<file path="src/rtl/jpeg_rle_pkg.sv">
// rtl/jpeg_rle_pkg.sv - shared types and constants for the rz1 zero-run stage
package jpeg_rle_pkg;

    localparam int unsigned DW_DEF = 12;
    localparam int unsigned SW_DEF = 4;

    // Zero-run lengths carried by the two special symbols (size is 0 for both)
    localparam logic [3:0] SYM_ZRL = 4'd15;
    localparam logic [3:0] SYM_EOB = 4'd0;

    typedef enum logic {
        ST_IDLE = 1'b0,
        ST_AC   = 1'b1
    } rle_state_t;

    typedef struct packed {
        logic [3:0]        rlen;
        logic [SW_DEF-1:0] size;
        logic [DW_DEF-1:0] amp;
        logic              dc;
        logic              eob;
    } rle_sym_t;

    // Size category of a DW_DEF-bit coefficient: smallest s with |x| < 2^s
    function automatic logic [SW_DEF-1:0] size_cat(input logic signed [DW_DEF-1:0] x);
        int a;
        a = (x < 0) ? -int'(x) : int'(x);
        size_cat = '0;
        for (int s = 0; s < int'(DW_DEF); s++) begin
            if (a >= (1 << s)) size_cat = SW_DEF'(s + 1);
        end
    endfunction

endpackage

</file>
<file path="src/rtl/jpeg_rle_zero_run_if.sv">
// rtl/jpeg_rle_zero_run_if.sv - coefficient-in / symbol-out bus of the rz1 stage
interface jpeg_rle_zero_run_if #(
    parameter int DW = 12,
    parameter int SW = 4
);
    logic          ena;
    logic          dstrb;
    logic [DW-1:0] din;
    logic [3:0]    rlen;
    logic [SW-1:0] size;
    logic [DW-1:0] amp;
    logic          den;
    logic          dc;
    logic          eob;

    modport master (
        output ena, dstrb, din,
        input  rlen, size, amp, den, dc, eob
    );

    modport slave (
        input  ena, dstrb, din,
        output rlen, size, amp, den, dc, eob
    );
endinterface

</file>
<file path="src/rtl/jpeg_rle_size_cat.sv">
// rtl/jpeg_rle_size_cat.sv - combinational JPEG size category and amplitude bits
module jpeg_rle_size_cat #(
    parameter int DW = 12,
    parameter int SW = 4
) (
    input  logic [DW-1:0] x_i,
    output logic [SW-1:0] size_o,
    output logic [DW-1:0] amp_o
);
    logic [DW-1:0] mag;
    logic [DW-1:0] xm1;
    logic [SW-1:0] sz;

    // Magnitude as unsigned DW bits (the most negative value maps to 2^(DW-1)),
    // size = position of the highest set magnitude bit + 1, amp = x or x-1
    // truncated to the low size bits.
    always_comb begin
        mag = x_i[DW-1] ? (~x_i + DW'(1)) : x_i;
        xm1 = x_i - DW'(1);
        sz  = '0;
        for (int s = 0; s < DW; s++) begin
            if (mag[s]) sz = SW'(s + 1);
        end
        amp_o = '0;
        for (int i = 0; i < DW; i++) begin
            if (i < int'(sz)) amp_o[i] = x_i[DW-1] ? xm1[i] : x_i[i];
        end
        size_o = sz;
    end
endmodule

</file>
<file path="src/rtl/jpeg_rle_zero_run.sv">
// rtl/jpeg_rle_zero_run.sv - rz1: coefficients to (run, size, amplitude) symbols
module jpeg_rle_zero_run
    import jpeg_rle_pkg::*;
#(
    parameter int DW   = 12,
    parameter int SW   = 4,
    parameter int BLKN = 64
) (
    input  logic                 clk,
    input  logic                 rst,
    jpeg_rle_zero_run_if.slave   bus
);
    localparam int IW = $clog2(BLKN);

    rle_state_t    state_q;
    logic [IW-1:0] idx_q;
    logic [3:0]    zcnt_q;
    logic [3:0]    rlen_q;
    logic [SW-1:0] size_q;
    logic [DW-1:0] amp_q;
    logic          den_q;
    logic          dc_q;
    logic          eob_q;

    logic [SW-1:0] size_d;
    logic [DW-1:0] amp_d;
    logic          nz_d;
    logic          last_d;

    jpeg_rle_size_cat #(
        .DW (DW),
        .SW (SW)
    ) u_size_cat (
        .x_i    (bus.din),
        .size_o (size_d),
        .amp_o  (amp_d)
    );

    assign nz_d   = (bus.din != '0);
    assign last_d = (idx_q == IW'(BLKN - 1));

    // Block FSM with registered symbol outputs; ena=0 freezes everything,
    // so a pending den pulse is held rather than dropped.
    always_ff @(posedge clk or posedge rst) begin
        if (rst) begin
            state_q <= ST_IDLE;
            idx_q   <= '0;
            zcnt_q  <= '0;
            rlen_q  <= '0;
            size_q  <= '0;
            amp_q   <= '0;
            den_q   <= 1'b0;
            dc_q    <= 1'b0;
            eob_q   <= 1'b0;
        end else if (bus.ena) begin
            rlen_q <= '0;
            size_q <= '0;
            amp_q  <= '0;
            den_q  <= 1'b0;
            dc_q   <= 1'b0;
            eob_q  <= 1'b0;
            if (bus.dstrb) begin
                // New block: any unfinished run of the previous block is discarded
                size_q  <= size_d;
                amp_q   <= amp_d;
                den_q   <= 1'b1;
                dc_q    <= 1'b1;
                idx_q   <= IW'(1);
                zcnt_q  <= '0;
                state_q <= ST_AC;
            end else if (state_q == ST_AC) begin
                if (nz_d) begin
                    rlen_q <= zcnt_q;
                    size_q <= size_d;
                    amp_q  <= amp_d;
                    den_q  <= 1'b1;
                    zcnt_q <= '0;
                end else if (last_d) begin
                    rlen_q <= SYM_EOB;
                    den_q  <= 1'b1;
                    eob_q  <= 1'b1;
                    zcnt_q <= '0;
                end else if (zcnt_q == 4'd15) begin
                    rlen_q <= SYM_ZRL;
                    den_q  <= 1'b1;
                    zcnt_q <= '0;
                end else begin
                    zcnt_q <= zcnt_q + 4'd1;
                end
                if (last_d) begin
                    idx_q   <= '0;
                    state_q <= ST_IDLE;
                end else begin
                    idx_q <= idx_q + IW'(1);
                end
            end
        end
    end

    assign bus.rlen = rlen_q;
    assign bus.size = size_q;
    assign bus.amp  = amp_q;
    assign bus.den  = den_q;
    assign bus.dc   = dc_q;
    assign bus.eob  = eob_q;
endmodule

</file>
<file path="src/flat_wrapper.sv">
// flat-port wrapper written by rule: the top's interface ports become plain ports
module jpeg_rle_zero_run_flat import jpeg_rle_pkg::*;
#(
    parameter int DW   = 12,
    parameter int SW   = 4,
    parameter int BLKN = 64
)
  (clk, rst, bus_ena, bus_dstrb, bus_din, bus_rlen, bus_size, bus_amp, bus_den, bus_dc, bus_eob);
  jpeg_rle_zero_run_if #(.DW(DW), .SW(SW)) bus_i ();
  input  logic clk;
  input  logic rst;
  input wire logic [$bits(bus_i.ena)-1:0] bus_ena;
  input wire logic [$bits(bus_i.dstrb)-1:0] bus_dstrb;
  input wire logic [$bits(bus_i.din)-1:0] bus_din;
  output wire logic [$bits(bus_i.rlen)-1:0] bus_rlen;
  output wire logic [$bits(bus_i.size)-1:0] bus_size;
  output wire logic [$bits(bus_i.amp)-1:0] bus_amp;
  output wire logic [$bits(bus_i.den)-1:0] bus_den;
  output wire logic [$bits(bus_i.dc)-1:0] bus_dc;
  output wire logic [$bits(bus_i.eob)-1:0] bus_eob;
  assign bus_i.ena = bus_ena;
  assign bus_i.dstrb = bus_dstrb;
  assign bus_i.din = bus_din;
  assign bus_rlen = bus_i.rlen;
  assign bus_size = bus_i.size;
  assign bus_amp = bus_i.amp;
  assign bus_den = bus_i.den;
  assign bus_dc = bus_i.dc;
  assign bus_eob = bus_i.eob;
  jpeg_rle_zero_run #(.DW(DW), .SW(SW), .BLKN(BLKN)) u_core (.clk(clk), .rst(rst), .bus(bus_i));
endmodule
</file>
<file path="config.mk">
export PLATFORM = sky130hd
export DESIGN_NAME = jpeg_rle_zero_run_flat
export DESIGN_NICKNAME = d
export VERILOG_FILES = /design/src/rtl/jpeg_rle_pkg.sv /design/src/rtl/jpeg_rle_zero_run_if.sv /design/src/rtl/jpeg_rle_size_cat.sv /design/src/rtl/jpeg_rle_zero_run.sv /design/src/flat_wrapper.sv
export SDC_FILE = /design/constraint.sdc
export NUM_CORES = 1
export LEC_CHECK = 0
export BUFFER_PORTS_ARGS = -buffer_cell sky130_fd_sc_hd__buf_2
export CAP_MARGIN = 20
export CORE_MARGIN = 2
export CORE_UTILIZATION = 60
export DETAILED_ROUTE_END_ITERATION = 8
export PLACE_DENSITY = 0.84
export SYNTH_ARGS = -nofsm -noshare
export SYNTH_HDL_FRONTEND = slang
export SYNTH_SLANG_ARGS = --single-unit
</file>
<file path="constraint.sdc">
create_clock -name clk -period 4.1 [get_ports clk]
set_clock_uncertainty 0.1 [all_clocks]
set_input_delay 0.82 -clock clk [delete_from_list [all_inputs] [get_ports clk]]
set_output_delay 0.82 -clock clk [all_outputs]
set_load 0.05 [all_outputs]
</file>
==> impl_results.md <==
- Cell with the most instances after synthesis: dfrtp_1
- Synth area leader: dfrtp_1
- Routed len/inst: 16.4 um
- Cell internal pwr: between 0.0006 and 0.0007 W
- EDFF count, synth: 0
- Die Wd: approximately 66 um
- Via density: roughly 6.3
- Adder-Cell Fraction of Synth Area: approximately 2.2%
- Die Y: about 66 um
- TritonRoute pass-1 iters: 7
- Register bit total from synthesis: 34
- Slew Limit Headroom: 51.9%
- Max_cap viols: 0
- Hold WS: around 0.4 ns
- Lkg Pwr: around 1.1 nW
- CORE AREA: about 3700 um^2
- Worst EP arrival: ~3.5 ns
- Final worst slack: between 0.6 and 0.7 ns
- CP required: roughly 4.2 ns
- Antenna Diode Count: 0
- Period utilisation layout: 84.2%
- Fin nets: 316
- Global-route usage over all layers: between 20 and 30%
- Compound-Gate Fraction of Synth Area: roughly a quarter
- RePlAce Congestion: between 0.9 and 1
- Synth top area share: between 30% and 40%
- Xor/xnor share of the synthesized area: 6.91%
- Post-CTS Setup Inserts: 0
- Worst Setup Start Kind: input pin
- Mapped Area: between 2000 and 2500 um^2
- RSZ-0062 raised after global routing: no
- Avg Synthesized Cell Area: between 8 and 9 um^2
- Initial DRC count: roughly 240
- Final WL: around 5.7 mm
- Commonest cells post-synth: dfrtp_1 (34), nand2_1 (28), nor2_1 (22)
- RR Startpoint: u_core.state_q
- Via Count: between 2,000 and 2,500
- Largest net degree at the start of global routing: 35
- Synth Instances: around 260
- Post-DP Area: 2480 um^2
- Startpoint of the worst hold path: u_core.idx_q[4]
- Synth area leaders: dfrtp_1 (37%), nand2_1 (4.6%), o21ai_0 (3.9%)
- Clock-pin slew on the worst setup and hold paths: roughly 0.070 ns
- Clk sinks: 34
- Clock tree from TritonCTS: built
- Syn-to-layout area delta: 13.7%
- Sequential Power Share: between 40 and 50%
- Initial antenna violation count: 0
- HP Class: reg2reg
- Final Max Tran Viols: 0
- Switching share of total power: 34.8%
- Post-synth ARST share: 100%
- Finish-stage setup viols: 0
- Sequential area share after synthesis: a little under two fifths
- CTS root buf: clkbuf_8
- Fmax achieved: between 200 and 300 MHz
- CP max FO: 8
- Remaining DRCs: 0
- Outcome: completed
- CTS buffer count: 5
- Layout cells sized above 1: between 20% and 30%
- Post-route non-filler standard cell count: roughly 350
- Clock power frac: around 33%
- Post-synthesis mux area share: roughly 1.4%
- Post-synth top flop: dfrtp_1
- CTS H-tree depth: 2
- Post-layout min period: ~3.5 ns
- Post-route cell area: approximately 2600 um^2
- Combinational cell fraction of total power: between 20% and 30%
- Worst setup EP type: register
- Initial Util: approximately 62%
- # IOs: 39
- Unique masters post-synth: 54
- Crit path from: bus_din[0]
- Core Rows: 22
- Critical path's slowest cell: or4_1
- Placed cell count: ~340
- Vias in the first global route: slightly above 2,000
- Worst-Skew Late Latency: around 0.29 ns
- Simple-gate share of the synthesized area: a little under a quarter
- Clk buf depth: 2
- Largest family of logic cells by synthesized area: compound AO/OA/AOI/OAI gates
- Syn Nets: approximately 280
- CTS resizes: 0
- PortBufs: 38
- DRT antenna net count: 0
- CP Cell Sequence: buf_2 -> inv_1 -> ha_1 -> or3b_1 -> or4_1 -> o211ai_1 -> nor3b_2 -> nand2_1 -> a32oi_1 -> o31ai_1
- Sw Pwr: around 0.00033 W
- Remaining global-route overflow: 0
- Die area: 4310 um^2
- WS Path Type: in2reg
- Pre-CTS WS: between 0.4 and 0.5 ns
- Worst vdd ir: ~160 uV
- Worst-Margin Slew: 0.716 ns
- Hold Vio Cnt, Final: 0
- Cts-stage hold buffer count: 0
- PwrDens: around 360 nW/um^2
- Max stage delay on crit path: between 0.5 and 0.6 ns
- Hpwl dp: slightly below 4 mm
- Yosys warns: 0
- First-pass GRT wire length: approximately 9.5 mm
- Fin Setup TNS: 0 ns
[placed cells by master (no fill, tap or decap), types with 2 or more instances in the layout]
master       n
nor2_1      22
a32o_1       4
clkinvlp_4   2
or2_2        2
nand3b_1     3
nor4_1       2
o21ai_2      2
a22o_1       3
o21ai_1      3
o211ai_1     5
clkbuf_8     5
or4_1        3
nor3b_1      3
or3_4        2
or3_1        2
o32ai_1      2
nor3_1       8
o41ai_1      3
dfrtp_1     34
inv_1       10
o31ai_1      4
o2bb2ai_1    9
a21oi_1     10
nor2b_1      7
xor2_1       9
and2_1       3
nand3_1      9
xnor2_1      9
o21ai_0     18
buf_2       38
a31oi_1      2
a41oi_1      2
nand2_1     28
buf_4        2
ha_1         4
nand4_1      2
mux2i_1      2
[state kept, by name, summed over array words and instances (netlist names)]
register,flops
u_core.bus.rlen,4
u_core.bus.size,4
u_core.state_q,1
u_core.bus.dc,1
u_core.bus.eob,1
u_core.zcnt_q,4
u_core.idx_q,6
u_core.bus.den,1
u_core.bus.amp,12
[per-layer routing]
layer	up-vias	track usage, %	share of wire (%)
met3	18	4.62	5.8
li1	1026	-	-
met1	1053	35.7	41
met2	92	47.7	51
met4	0	12.0	2.8
met5	-	0	0
[kinds of logic (layout without fill, tap and decap cells)]
kind of cell               after synthesis  after routing
buffers and inverters                   25             58
DFF                                     34             34
muxes                                    3              3
xor gates and xnor gates                18             18
AOI/OAI and AO/OA                       77             77
adders and majority gates                4              4
and+or+nand+nor                        103            103
[final timing paths]
path                                      endpoint  slack [ns]  cells past startpoint
worst max-delay path             u_core.bus.amp[6]        0.65                     10
worst min-delay path               u_core.idx_q[4]        0.39                      1
worst max register to register   u_core.bus.amp[6]        1.99                      4
worst min register to register     u_core.idx_q[4]        0.39                      1
max in group asynchronous       u_core.bus.amp[10]        3.07                      3
min in group asynchronous       u_core.bus.size[3]        0.51                      3
[critical path: cells and delay by family]
| kind | cells | cell delay [ns] |
|---|---|---|
| simple gates | 4 | 1.51 |
| buf+inv | 2 | 0.22 |
| compound gates | 3 | 0.67 |
| fa+ha+maj | 1 | 0.29 |
[area by class of cell]
type / count / area [um^2]
clock buffer: 5 / 68.8
clock inverter: 3 / 45.0
fill: 291 / 1070
inverter: 10 / 37.5
multi-input combinational: 205 / 1330
sequential: 34 / 851
tap: 48 / 60.1
timing repair buffer: 40 / 205
[metrics by stage]
stage          util, %  total power, W
6_report          70.8        0.000939
5_1_grt           70.8        0.000978
4_1_cts           70.8        0.000937
3_5_place_dp      67.7        0.000627
3_3_place_gp      67.7        0.000623
2_1_floorplan        -        0.000568
[power by group through the flow]
stage	clock network, W	logic (W)	registers (W)
after detailed placement	0	0.000239	0.000388
after global routing	0.000330	0.000262	0.000386
after global placement	0	0.000235	0.000388
after floorplan	0	0.000112	0.000456
after CTS	0.000313	0.000242	0.000382
final	0.000313	0.000243	0.000383
Power figures use the tool's default switching activity.
